[src/rtl/pwm_pkg.sv]
// Shared definitions for the PWM output stage: default widths, the reset period
// top and the controller state encoding.
package pwm_pkg;

  // Default width of the period top word; the period is top+1 clocks.
  localparam int DEF_TOP_W = 8;

  // Compare is one bit wider than top so that compare = top+1 gives 100% duty.
  localparam int DEF_CMP_W = DEF_TOP_W + 1;

  // Period top loaded at reset, before the sequencer has sent a real one.
  localparam logic [DEF_TOP_W-1:0] RST_TOP = 8'hFF;

  // IDLE waits for the first top and compare words; RUN generates the waveform.
  typedef enum logic {
    ST_IDLE = 1'b0,
    ST_RUN  = 1'b1
  } state_t;

endpackage : pwm_pkg

[src/rtl/pwm_shadow_reg.sv]
// Double-buffered configuration register. A load strobe parks the incoming word
// in a pending slot; the pending word moves to the active slot only when the
// owner opens a commit window, so the active value never changes mid-period.
// A load that lands inside the commit window bypasses the pending slot.
module pwm_shadow_reg #(
  parameter int           W       = 8,
  parameter logic [W-1:0] RST_VAL = '0
) (
  input  logic         clk,
  input  logic         rst,
  input  logic         load,
  input  logic [W-1:0] data,
  input  logic         commit,
  input  logic         bypass,
  output logic [W-1:0] active,
  output logic         seen,
  output logic         committed
);

  logic [W-1:0] pending_q;
  logic         pending_flag_q;
  logic         take_bypass;
  logic         take_pending;

  // An incoming word inside the window is newer than anything pending, so it
  // wins and goes straight to the active slot.
  assign take_bypass  = bypass && load;
  assign take_pending = commit && pending_flag_q && !take_bypass;
  assign committed    = take_bypass || take_pending;

  // Pending/active update and the "word received since reset" flag.
  always_ff @(posedge clk) begin
    if (rst) begin
      active         <= RST_VAL;
      // NOTE: the pending word is reset as well as its flag; it is one word,
      // not a memory array, and a known value keeps simulation X-free.
      pending_q      <= '0;
      pending_flag_q <= 1'b0;
      seen           <= 1'b0;
    end else begin
      if (load) begin
        seen <= 1'b1;
      end
      if (take_bypass) begin
        active         <= data;
        pending_flag_q <= 1'b0;
      end else begin
        if (take_pending) begin
          active <= pending_q;
        end
        // Last write wins: a new strobe simply overwrites the pending slot.
        if (load) begin
          pending_q      <= data;
          pending_flag_q <= 1'b1;
        end else if (commit) begin
          pending_flag_q <= 1'b0;
        end
      end
    end
  end

endmodule : pwm_shadow_reg

[src/rtl/pwm_generator.sv]
// Single-channel PWM output stage between the PWM sequencer and an LED/IO pin.
// A free-running counter walks 0..top; the output is high while count < compare.
// Top and compare are double-buffered and only take effect at a period boundary
// (or while the channel is idle or disabled), so the pin never glitches.
module pwm_generator
  import pwm_pkg::*;
#(
  parameter int TOP_W = DEF_TOP_W,
  parameter int CMP_W = TOP_W + 1
) (
  input  logic             i_clk,
  input  logic             i_rst,
  input  logic             i_enable,
  input  logic [TOP_W-1:0] i_top,
  input  logic             i_top_valid,
  input  logic [CMP_W-1:0] i_compare,
  input  logic             i_compare_valid,
  output logic             o_pwm,
  output logic             o_period_end,
  output logic             o_commit,
  output logic             o_running
);

  state_t           state_q;
  state_t           state_d;

  logic [TOP_W-1:0] count_q;
  logic [TOP_W-1:0] active_top;
  logic [CMP_W-1:0] active_cmp;

  logic             seen_top;
  logic             seen_cmp;
  logic             committed_top;
  logic             committed_cmp;

  logic             run_en;
  logic             at_top;
  logic             commit_win;
  logic             both_ready;
  logic             pwm_q;
  logic             commit_q;

  // Period top: starts at the reset top so the counter is bounded before the
  // sequencer has configured the channel.
  pwm_shadow_reg #(
    .W       (TOP_W),
    .RST_VAL (TOP_W'(RST_TOP))
  ) u_top_reg (
    .clk       (i_clk),
    .rst       (i_rst),
    .load      (i_top_valid),
    .data      (i_top),
    .commit    (commit_win),
    .bypass    (commit_win),
    .active    (active_top),
    .seen      (seen_top),
    .committed (committed_top)
  );

  // Compare threshold: zero at reset, i.e. output low.
  pwm_shadow_reg #(
    .W       (CMP_W),
    .RST_VAL ('0)
  ) u_cmp_reg (
    .clk       (i_clk),
    .rst       (i_rst),
    .load      (i_compare_valid),
    .data      (i_compare),
    .commit    (commit_win),
    .bypass    (commit_win),
    .active    (active_cmp),
    .seen      (seen_cmp),
    .committed (committed_cmp)
  );

  // Same-cycle strobes count as received, so RUN can start on that very edge.
  assign both_ready = (seen_top || i_top_valid) && (seen_cmp || i_compare_valid);
  assign at_top     = (count_q == active_top);

  // State register.
  always_ff @(posedge i_clk) begin
    // NOTE: clocked state uses non-blocking assignments so every register
    // samples the pre-edge values of the others, regardless of block order.
    if (i_rst) begin
      state_q <= ST_IDLE;
    end else begin
      state_q <= state_d;
    end
  end

  // Next-state logic: leave IDLE once both words are known; RUN is left only by reset.
  always_comb begin
    // NOTE: default first, so no path through the case leaves state_d
    // unassigned and no latch is inferred.
    state_d = state_q;
    case (state_q)
      ST_IDLE: if (both_ready) state_d = ST_RUN;
      ST_RUN:  state_d = ST_RUN;
      default: state_d = ST_IDLE;
    endcase
  end

  // State-decoded controls: counting enable, period end and the commit window.
  always_comb begin
    o_running    = (state_q == ST_RUN);
    run_en       = o_running && i_enable;
    o_period_end = run_en && at_top;
    // Words may land whenever the waveform is not being produced, or exactly at
    // the boundary where the counter wraps to 0.
    commit_win   = !run_en || at_top;
  end

  // Period counter: held at 0 unless running and enabled, wraps after active top.
  always_ff @(posedge i_clk) begin
    if (i_rst) begin
      count_q <= '0;
    end else if (!run_en || at_top) begin
      count_q <= '0;
    end else begin
      count_q <= count_q + TOP_W'(1);
    end
  end

  // Registered output and commit pulse. The comparison uses the compare value
  // active in the same cycle as the count, with count zero-extended.
  always_ff @(posedge i_clk) begin
    if (i_rst) begin
      pwm_q    <= 1'b0;
      commit_q <= 1'b0;
    end else begin
      pwm_q    <= run_en && (CMP_W'(count_q) < active_cmp);
      // Commits done while IDLE are part of start-up and are not reported.
      commit_q <= o_running && (committed_top || committed_cmp);
    end
  end

  assign o_pwm    = pwm_q;
  assign o_commit = commit_q;

endmodule : pwm_generator

[config.mk]
export PLATFORM = sky130hd
export DESIGN_NAME = pwm_generator
export DESIGN_NICKNAME = d
export VERILOG_FILES = /design/src/rtl/pwm_pkg.sv /design/src/rtl/pwm_shadow_reg.sv /design/src/rtl/pwm_generator.sv
export SDC_FILE = /design/constraint.sdc
export NUM_CORES = 1
export LEC_CHECK = 0
export ABC_CLOCK_PERIOD_IN_PS = 1700
export CORE_ASPECT_RATIO = 1.75
export CORE_UTILIZATION = 45
export CTS_BUF_LIST = sky130_fd_sc_hd__clkbuf_8
export CTS_CLUSTER_DIAMETER = 60
export DETAILED_ROUTE_END_ITERATION = 10
export PLACE_DENSITY = 0.62
export SYNTH_ARGS = -nofsm -noshare
export SYNTH_HDL_FRONTEND = slang
export SYNTH_SLANG_ARGS = --single-unit
[constraint.sdc]
create_clock -name i_clk -period 1.7 [get_ports i_clk]
set_input_delay 0.34 -clock i_clk [delete_from_list [all_inputs] [get_ports i_clk]]
set_output_delay 0.34 -clock i_clk [all_outputs]
set_load 0.05 [all_outputs]
[Yosys cells after proc, flatten, opt, wreduce, memory -nomap -nowiden]
Index checks and enable logic that the tools add are counted.
Storage, ports and cells
  register bits after elaboration: 49
  input port bits: 22
  logic and storage cells: 56
Operators by class
  add/subtract/negate cells: 1
  magnitude comparators: 1
  equal/unequal tests: 1
  muxes and demuxes: 9
  bitwise operators: 3
  reduce and logical (&&, ||, !) cells: 29
Operators with widths (count)
  $mux 9: 2
  $mux 8: 2
  $logic_and 1x1->1: 11
  $lt 8x9->1: 1
  $add 8x1->8 const B: 1
  $eq 8x8->1: 1
  $reduce_bool 2->1: 4
  $logic_or 1x1->1: 6
  $reduce_or 2->1: 3
  $mux 1: 4
  $reduce_and 2->1: 2
  $logic_not 1->1: 3
  $not 1->1: 3
  $pmux 1 s2: 1

[Longest topological paths before layout]
Gate-level depths: netlist of run 1.
  depth in word-level cells: 9
  depth in mapped cells: 6
  depth with buffers taken out: 6

[By module]
From an unflattened synthesis of run 1, not the netlist that was laid out.
Second synthesis, totals
  cell total of the unflattened synthesis: 273
  area total of the unflattened synthesis: 2165.8 µm²
Modules (own cells, without submodules)
  pwm_shadow_reg (u_cmp_reg): instances 1, cells an instance 101, area each 803.3 µm², sequential area each 400.4 µm²
  pwm_shadow_reg (u_top_reg): instances 1, cells an instance 91, area each 684.4 µm², sequential area each 360.3 µm²
  pwm_generator: instances 1, cells an instance 81, area each 678.2 µm², sequential area each 220.2 µm²

[Worst setup path after synthesis of run 1]
No wires, ideal clock.
  kind: register to output
  from: register state_q, in the netlist o_running
  to: output port o_period_end
  data arrival time: 1.865 ns
  required time: 1.360 ns
  setup slack: -0.505 ns
  cell stages (with the launch flop): 4
  buffers on the path: 1
  path through: dfxtp_1 > nand2_1 > clkbuf_1 > nor2_1
On the way
  cells in the longest elaborated chain, start to end: 2
Ends and longest elaborated chain
  start: declaration: RTL line pwm_generator.sv:24  | state_t state_q;
  start signal: assignment: RTL line pwm_generator.sv:87  | state_q <= state_d;
  $logic_and 1x1->1: RTL line pwm_generator.sv:106  | run_en = o_running && i_enable;
  $logic_and 1x1->1: RTL line pwm_generator.sv:107  | o_period_end = run_en && at_top;
  end: declaration: RTL line pwm_generator.sv:19  | output logic o_period_end,
No other way between the ends.

[Final worst setup path of run 1]
  from: register u_top_reg.active[1]
  to: output port o_period_end
On the way
  cells in the longest elaborated chain, start to end: 2
Ends and longest elaborated chain
  start: declaration: RTL line pwm_shadow_reg.sv:15  | output logic [W-1:0] active,
  start signal: assignment: RTL line pwm_shadow_reg.sv:45  | active <= data;
  start signal: assignment: RTL line pwm_shadow_reg.sv:49  | active <= pending_q;
  $eq 8x8->1: RTL line pwm_generator.sv:78  | assign at_top = (count_q == active_top);
  $logic_and 1x1->1: RTL line pwm_generator.sv:107
No other way between the ends.

==> results.md, run 1 <==
* Status: finished, violations left
* Failing checks: negative setup slack
* Gpl congestion at 0.782
* Lkg Pwr at 1.40 nW
* Detailed Place HPWL at 4770 um
* CP bufs+invs at 1
* Clock Sinks at 49
* Commonest cells after routing, fill and taps aside: buf_4 (42), nand2_1 (36), mux2i_1 (34), dfxtp_1 (34), clkdlybuf4s50_1 (21)
* Clk Latency, worst-skew pair at 0.31 ns
* Worst-path cell chain: xnor2_2 > and4_4 > nand2_4 > nor2_4 > buf_12
* Num rows at 37
* Startpoint Class: flip-flop
* Crit Path Max Fanout at 3
* Die height at 105 um
* Share of post-route cells with drive strength above 1 at 23.7%
* Die footprint at 6430 sq um
* Max-slew headroom at 64.7%
* Nets at 396
* Internal power at 1.77 mW
* Crit share post-route at 104%
* Initial Util at 46.7%
* Cells after Synth at 315
* Clock skew at 0.0108 ns
* DR iter-0 viols at 98
* RSZ-0062 raised after global routing: true
* CTS buffer count at 5
* Via count at 2,510
* Vias per cell at 5.64
* Dominant cell type by area after synthesis: dfxtp_1
* P_sw at 0.684 mW
* Global route overflow at 0
* Min Tclk post-route at 1.77 ns
* Min-delay worst type: reg -> reg
* Flops & latches, synth at 49
* Port Buffer Count at 25
* Cell Area, Placed at 3300 sq um
* Reg power frac at 51.2%
* Sw Share at 27.8%
* Mapped Area at 2750 sq um
* Total Power at 2.46 mW
* Register area share after synthesis at 35.7%
* Highest clock rate at 564 MHz
* Worst path max stage delay at 0.36 ns
* Antenna-violating nets left at 0
* Mean routed wirelength per cell at 14.9 um
* VDD IR max at 496 uV
* Synth Warn # at 0
* First-pass GRT wire length at 11,600 um
* 1st-pass router iterations at 4
* Initial antenna violation count at 0
* WL final at 6650 um
* Die X at 61.1 um
* Root Driver: clkbuf_8
* Total track usage at 23.4%
* Synth top area cells: dfxtp_1 (36%), mux2i_1 (12%), a2111o_1 (6.2%)
* Worst setup margin at -0.0737 ns
* Final hold violations at 0
* Worst-case clock buffer depth at 2
* Crit. End Element: output pin
* Largest net degree at the start of global routing at 32
* Final setup fails at 1
* Synthesized net count at 345
* Mapped Avg Cell Area at 8.72 sq um
* Post-route cell area at 3600 sq um
* Hold Buf Count CTS at 0
* Core Region at 5880 sq um
* Logic pwr share at 19.0%
* # DRC at 0
* Vias in the first global route at 2,430
* Actual slew at the worst max-slew pin at 0.528 ns
* CP delay by family, top: simple AND/OR/NAND/NOR gates
* IO Count at 26
* Slew Viols, Final at 0
* CP Class: reg -> out
* Area added between synthesis and finish at 31.0%
* Crit path DAT at 1.43 ns
* Most common cell after layout, fill and taps aside: buf_4
* Synth top area share at 35.7%
* MaxCap Viol Count at 0
* # diodes at 0
* Post-synth cell types at 37
* CTS clk-pin slew, worst paths at 0.10 ns
* Clock Power Share at 29.8%
* WP data required at 1.36 ns
* CTS tree: done
* Power per cell area at 683 nW/um^2
* Worst path slowest cell: dfxtp_2
* H-tree levels at 2
==> kinds of logic after synthesis <==
kind of cell | share of synthesized area, %
simple gates | 23.1
flops | 35.7
compound gates | 14.7
buf+inv | 5.97
mux | 12.4
xor+xnor | 4.46
fa+ha+maj | 3.64
==> final timing paths <==
kind | from | endpoint | slack, ns | cells past startpoint
max | u_top_reg.active[1]$_SDFFE_PP1P_ | o_period_end | -0.07 | 5
min | u_cmp_reg.pending_q[6]$_SDFFE_PP0P_ | u_cmp_reg.pending_q[6]$_SDFFE_PP0P_ | 0.46 | 2
max reg2reg | count_q[6]$_SDFF_PP0_ | u_top_reg.active[7]$_SDFFE_PP1P_ | 0.05 | 6
min reg2reg | u_cmp_reg.pending_q[6]$_SDFFE_PP0P_ | u_cmp_reg.pending_q[6]$_SDFFE_PP0P_ | 0.46 | 2
==> synth_stat cells (all sizes together) <==
library cell / count
a2111o: 15
a211oi: 1
a21boi: 1
a21o: 1
a21oi: 3
a221oi: 1
a31oi: 9
a41oi: 8
and3: 11
and4: 3
buf: 9
clkbuf: 17
clkinv: 1
dfxtp: 49
ha: 8
inv: 8
mux2i: 34
nand2: 37
nand2b: 1
nand3: 16
nand4: 10
nor2: 21
nor3: 17
nor3b: 2
o21ai: 5
o221ai: 1
o2bb2ai: 1
o31ai: 1
or2: 1
or4: 9
xnor2: 9
xor2: 5
==> cell type report <==
type / count / area (sq um)
clock buffer: 6 / 82.6
timing repair buffer: 70 / 648
clock inverter: 2 / 13.8
multi-input combinational: 231 / 1710
inverter: 9 / 33.8
tap: 78 / 97.6
fill: 540 / 2280
sequential: 49 / 1010
==> metal layers <==
layer / global-route usage [%] / share of wire [%]
met2: 37.9 / 52
met3: 3.68 / 2.6
met5: 0 / 0
met4: 8.77 / 1.2
met1: 30.1 / 44
==> repair_timing <==
action                                  4_1_cts  5_1_grt
endpoints found under the setup margin        1       25
pin swaps                                     9        9
setup buffers                                 5        2
cloned                                        0        1
gates resized for setup                      21       13
==> power by group through the flow <==
stage	Combinational, mW	Clock, mW	Sequential [mW]
2_1_floorplan	0.242	0	1.28
3_3_place_gp	0.425	0	1.27
3_5_place_dp	0.433	0	1.28
4_1_cts	0.451	0.756	1.26
5_1_grt	0.512	0.809	1.27
6_report	0.466	0.733	1.26
==> worst register-to-register path, stage by stage, from the launching register on <==
cell,delay (ns)
dfxtp_4,0.37
xnor2_2,0.14
and4_4,0.21
buf_4,0.14
buf_12,0.14
a2111o_1,0.39
and3_1,0.16
==> metrics by stage <==
| step | setup slack [ns] | hold slack, ns | cells | setup TNS (ns) | utilization, % |
|---|---|---|---|---|---|
| finish | -0.0737 | 0.463 | 445 | -0.0737 | 61.2 |
| detailed placement | -0.149 | 0.449 | 429 | -2.41 | 56.2 |
| CTS | -0.0480 | 0.466 | 442 | -0.0480 | 59.8 |
| global route | -0.142 | 0.473 | 445 | -0.143 | 61.2 |
| global placement | -0.139 | 0.440 | 429 | -1.89 | 56.2 |
| floorplan | 0.0108 | 0.427 | 315 | 0 | - |
==> registers in the layout, indices dropped and copies added, names as in the netlist <==
register and flops:
u_cmp_reg.active 9, u_cmp_reg.pending_q 9, count_q 8, u_top_reg.active 8, u_top_reg.pending_q 8, o_commit 1
o_pwm 1, o_running 1, u_cmp_reg.pending_flag_q 1, u_cmp_reg.seen 1, u_top_reg.pending_flag_q 1, u_top_reg.seen 1
(Power assumes the default switching activity.)
==> run 2: changes to the inputs <==
CTS_CLUSTER_SIZE = 8   (was unset)
==> results of run 2 <==
Final layout, timing and power as in run 1 (identical DEF).
==> run 3: changes to the inputs <==
PLACE_DENSITY = 0.64   (was 0.62)
SYNTH_HIERARCHICAL = 1   (was unset)
==> results.md, run 3 <==
* Met3 WL at 124 um
* RR Endpoint: u_cmp_reg/active[0]$_SDFFE_PP0P_
* Detailed Place HPWL at 3640 um
* Reg area at 997 sq um
* Worst-case clock buffer depth at 2
* WL final at 5140 um
* Crit. End Element: output pin
* Synth top area share at 45.3%
* Crit share post-route at 119%
* CTS clk-pin slew, worst paths at 0.09 ns
* Mean routed wirelength per cell at 13.4 um
* Crit Path Max Fanout at 2
* Status: finished, violations left
* Largest family of logic cells by synthesized area: simple AND/OR/NAND/NOR gates
* Mapped Avg Cell Area at 7.93 sq um
* Setup TNS at -7.68 ns
* Highest clock rate at 495 MHz
* Antenna-violating nets left at 0
* Die footprint at 5110 sq um
* Compound-cell area share of the yosys netlist at 14.4%
* Min-delay src: u_cmp_reg/pending_q[0]$_SDFFE_PP0P_
* Die X at 54.4 um
* Hold Buf Count CTS at 0
* Clock skew at 0.00510 ns
* Final setup fails at 38
* Synth Area in Simple Gates at 25.2%
* WP data required at 1.36 ns
* Fraction of registers with async set or reset after synthesis at 0%
* Cell Area, Placed at 2690 sq um
* Synth Warn # at 6
* Mapped Area at 2170 sq um
* Final hold violations at 0
* Global route overflow at 0
* Power per cell area at 798 nW/um^2
* Hold Path Cell Cnt at 2
* Worst path max stage delay at 0.34 ns
* Worst path slowest cell: dfxtp_2
* CP bufs+invs at 2
* Crit path DAT at 1.68 ns
* Gpl congestion at 0.763
* Final-layout fill cell count at 401
* Actual slew at the worst max-slew pin at 0.553 ns
* FF-to-FF path depth at 9
* Startpoint Class: flip-flop
* Failing checks: negative setup slack
* Worst setup margin at -0.319 ns
* Clock Sinks at 49
* Post-synth top cells: nand2_1 (67), dfxtp_1 (49), nor2_1 (35)
* Via count at 2,007
* Slew Viols, Final at 0
* Total Power at 2.47 mW
* Initial Util at 46.4%
* Total track usage at 21.1%
* # DRC at 0
* Post-route cell area at 3100 sq um
* VDD IR max at 567 uV
* Worst Hold Path EP: u_cmp_reg/pending_q[0]$_SDFFE_PP0P_
* 1st-pass router iterations at 4
* Vias per cell at 5.24
* R2R Path Start: u_top_reg/active[3]$_SDFFE_PP1P_
* Clk Latency, worst-skew pair at 0.30 ns
* H-tree levels at 2
* First-pass GRT wire length at 7890 um
* MaxCap Viol Count at 0
* Synth Area in Adders at 4.62%
* Worst-path cell chain: xor2_1 > nor4_2 > nand2_1 > buf_6 > nor2_4 > buf_12
* Commonest cells after routing, fill and taps aside: nand2_1 (54), dfxtp_1 (36), nor2_1 (33)
* Multi-input gate area at 1260 sq um
* # diodes at 0
* Die height at 93.8 um
* Dominant cell type by area after synthesis: dfxtp_1
* Flops & latches, synth at 49
* CTS tree: done
* CP delay by family, top: simple AND/OR/NAND/NOR gates
* Synthesized net count at 303
* IO Count at 26
* Flop-to-flop setup slack at -0.30 ns
* Synth top area cells: dfxtp_1 (45%), nand2_1 (12%), nor2_1 (6.1%)
* Core Region at 4670 sq um
* Nets at 360
* Cells after Synth at 273
* Lkg Pwr at 1.24 nW
* Num rows at 33
* DR iter-0 viols at 35
* Ys flop type: dfxtp_1
* Highest Signal Layer: met4
* Min-delay worst type: reg -> reg
* Biggest regs: u_cmp_reg/active (9), u_cmp_reg/pending_q (9)
* Min Tclk post-route at 2.02 ns
* Post-synth cell types at 32
* CP Class: reg -> out
* Port Buffer Count at 25
* Max-slew headroom at 63.1%
* Area added between synthesis and finish at 42.9%
* CTS buffer count at 5
* Synth Area in XOR/XNOR at 5.66%
* Most frequent cell after synthesis: nand2_1
* RSZ-0062 raised after global routing: true
* Largest net degree at the start of global routing at 18
* Most common cell after layout, fill and taps aside: nand2_1
* Share of post-route cells with drive strength above 1 at 30.5%
* Mux cell area share after synthesis at 0%
* Met2 wire len at 2990 um
* Register area share after synthesis at 45.3%
* Root Driver: clkbuf_8
* WL met1 at 1950 um
* Initial antenna violation count at 0
* Post-synth EDFFs at 0
* Vias in the first global route at 1,822
## run 3: changes by cell type after synthesis, sizes merged, moves of 14 or more
| cell | previous run | this run |
|---|---|---|
| mux2i | 34 | 0 |
| nor3 | 17 | 1 |
| nand2 | 37 | 67 |
| a21oi | 3 | 23 |
| nor2 | 21 | 35 |
| a2111o | 15 | 0 |
## run 3: final cells by class
| cell class | count | share of cell area, % |
|---|---|---|
| Multi-Input combinational cell | 203 | 40.9 |
| Clock buffer | 5 | 2.22 |
| Inverter | 10 | 1.21 |
| Sequential cell | 49 | 32.2 |
| Timing Repair Buffer | 61 | 20.0 |
| Tap cell | 52 | 2.10 |
| Clock inverter | 3 | 1.37 |
## run 3: layer usage
metal | up-vias | track usage, %
met5 | - | 0
met3 | 7 | 3.40
met2 | 40 | 39.6
li1 | 1035 | -
met1 | 925 | 22.5
met4 | 0 | 6.41
## run 3: kinds of logic (layout without fill, tap and decap cells)
logic type | after synthesis | count (layout)
buffers and inverters | 22 | 79
DFF | 49 | 49
adders and majority gates | 8 | 8
xor gates and xnor gates | 14 | 14
AOI/OAI and AO/OA | 49 | 49
and+or+nand+nor | 131 | 132
## run 3: repair_timing
action,CTS,global route
pin swaps,6,35
buffers inserted,6,2
endpoints found under the setup margin,38,38
cloned,1,2
resized for setup,18,38
## run 3: how the worst max path moves through the flow
stage                                       end                              from  cells after the start
2_1_floorplan  u_cmp_reg/active[7]$_SDFFE_PP0P_             count_q[0]$_SDFF_PP0_                      9
3_3_place_gp   u_top_reg/active[3]$_SDFFE_PP1P_  u_top_reg/active[4]$_SDFFE_PP1P_                      8
3_5_place_dp   u_top_reg/active[3]$_SDFFE_PP1P_  u_top_reg/active[4]$_SDFFE_PP1P_                      8
4_1_cts                            o_period_end  u_top_reg/active[2]$_SDFFE_PP1P_                      6
5_1_grt        u_top_reg/active[3]$_SDFFE_PP1P_  u_top_reg/active[4]$_SDFFE_PP1P_                      9
6_report                           o_period_end  u_top_reg/active[4]$_SDFFE_PP1P_                      6
## run 3: power by group
group          switching [mW]  internal, mW  leakage, nW
Sequential             0.0392          1.20        0.402
Combinational           0.193         0.208        0.777
Clock                   0.390         0.436       0.0595
Total                   0.622          1.85         1.24
## run 3: stage by stage
step	hold slack, ns	cells	util (%)	setup slack, ns
CTS	0.462	380	62.9	-0.297
global route	0.481	383	66.3	-0.403
detailed placement	0.447	365	57.6	-0.270
finish	0.458	383	66.3	-0.319
global placement	0.443	365	57.6	-0.232
floorplan	0.409	273	-	-0.0976
## run 3: worst register-to-register path, delay by kind of cell, from the launching register on
kind / cells / cell delay, ns
buffers and inverters: 3 / 0.54
AO/OA/AOI/OAI: 2 / 0.54
flip-flops: 1 / 0.36
AND/OR/NAND/NOR: 3 / 0.29
XOR/XNOR: 1 / 0.18
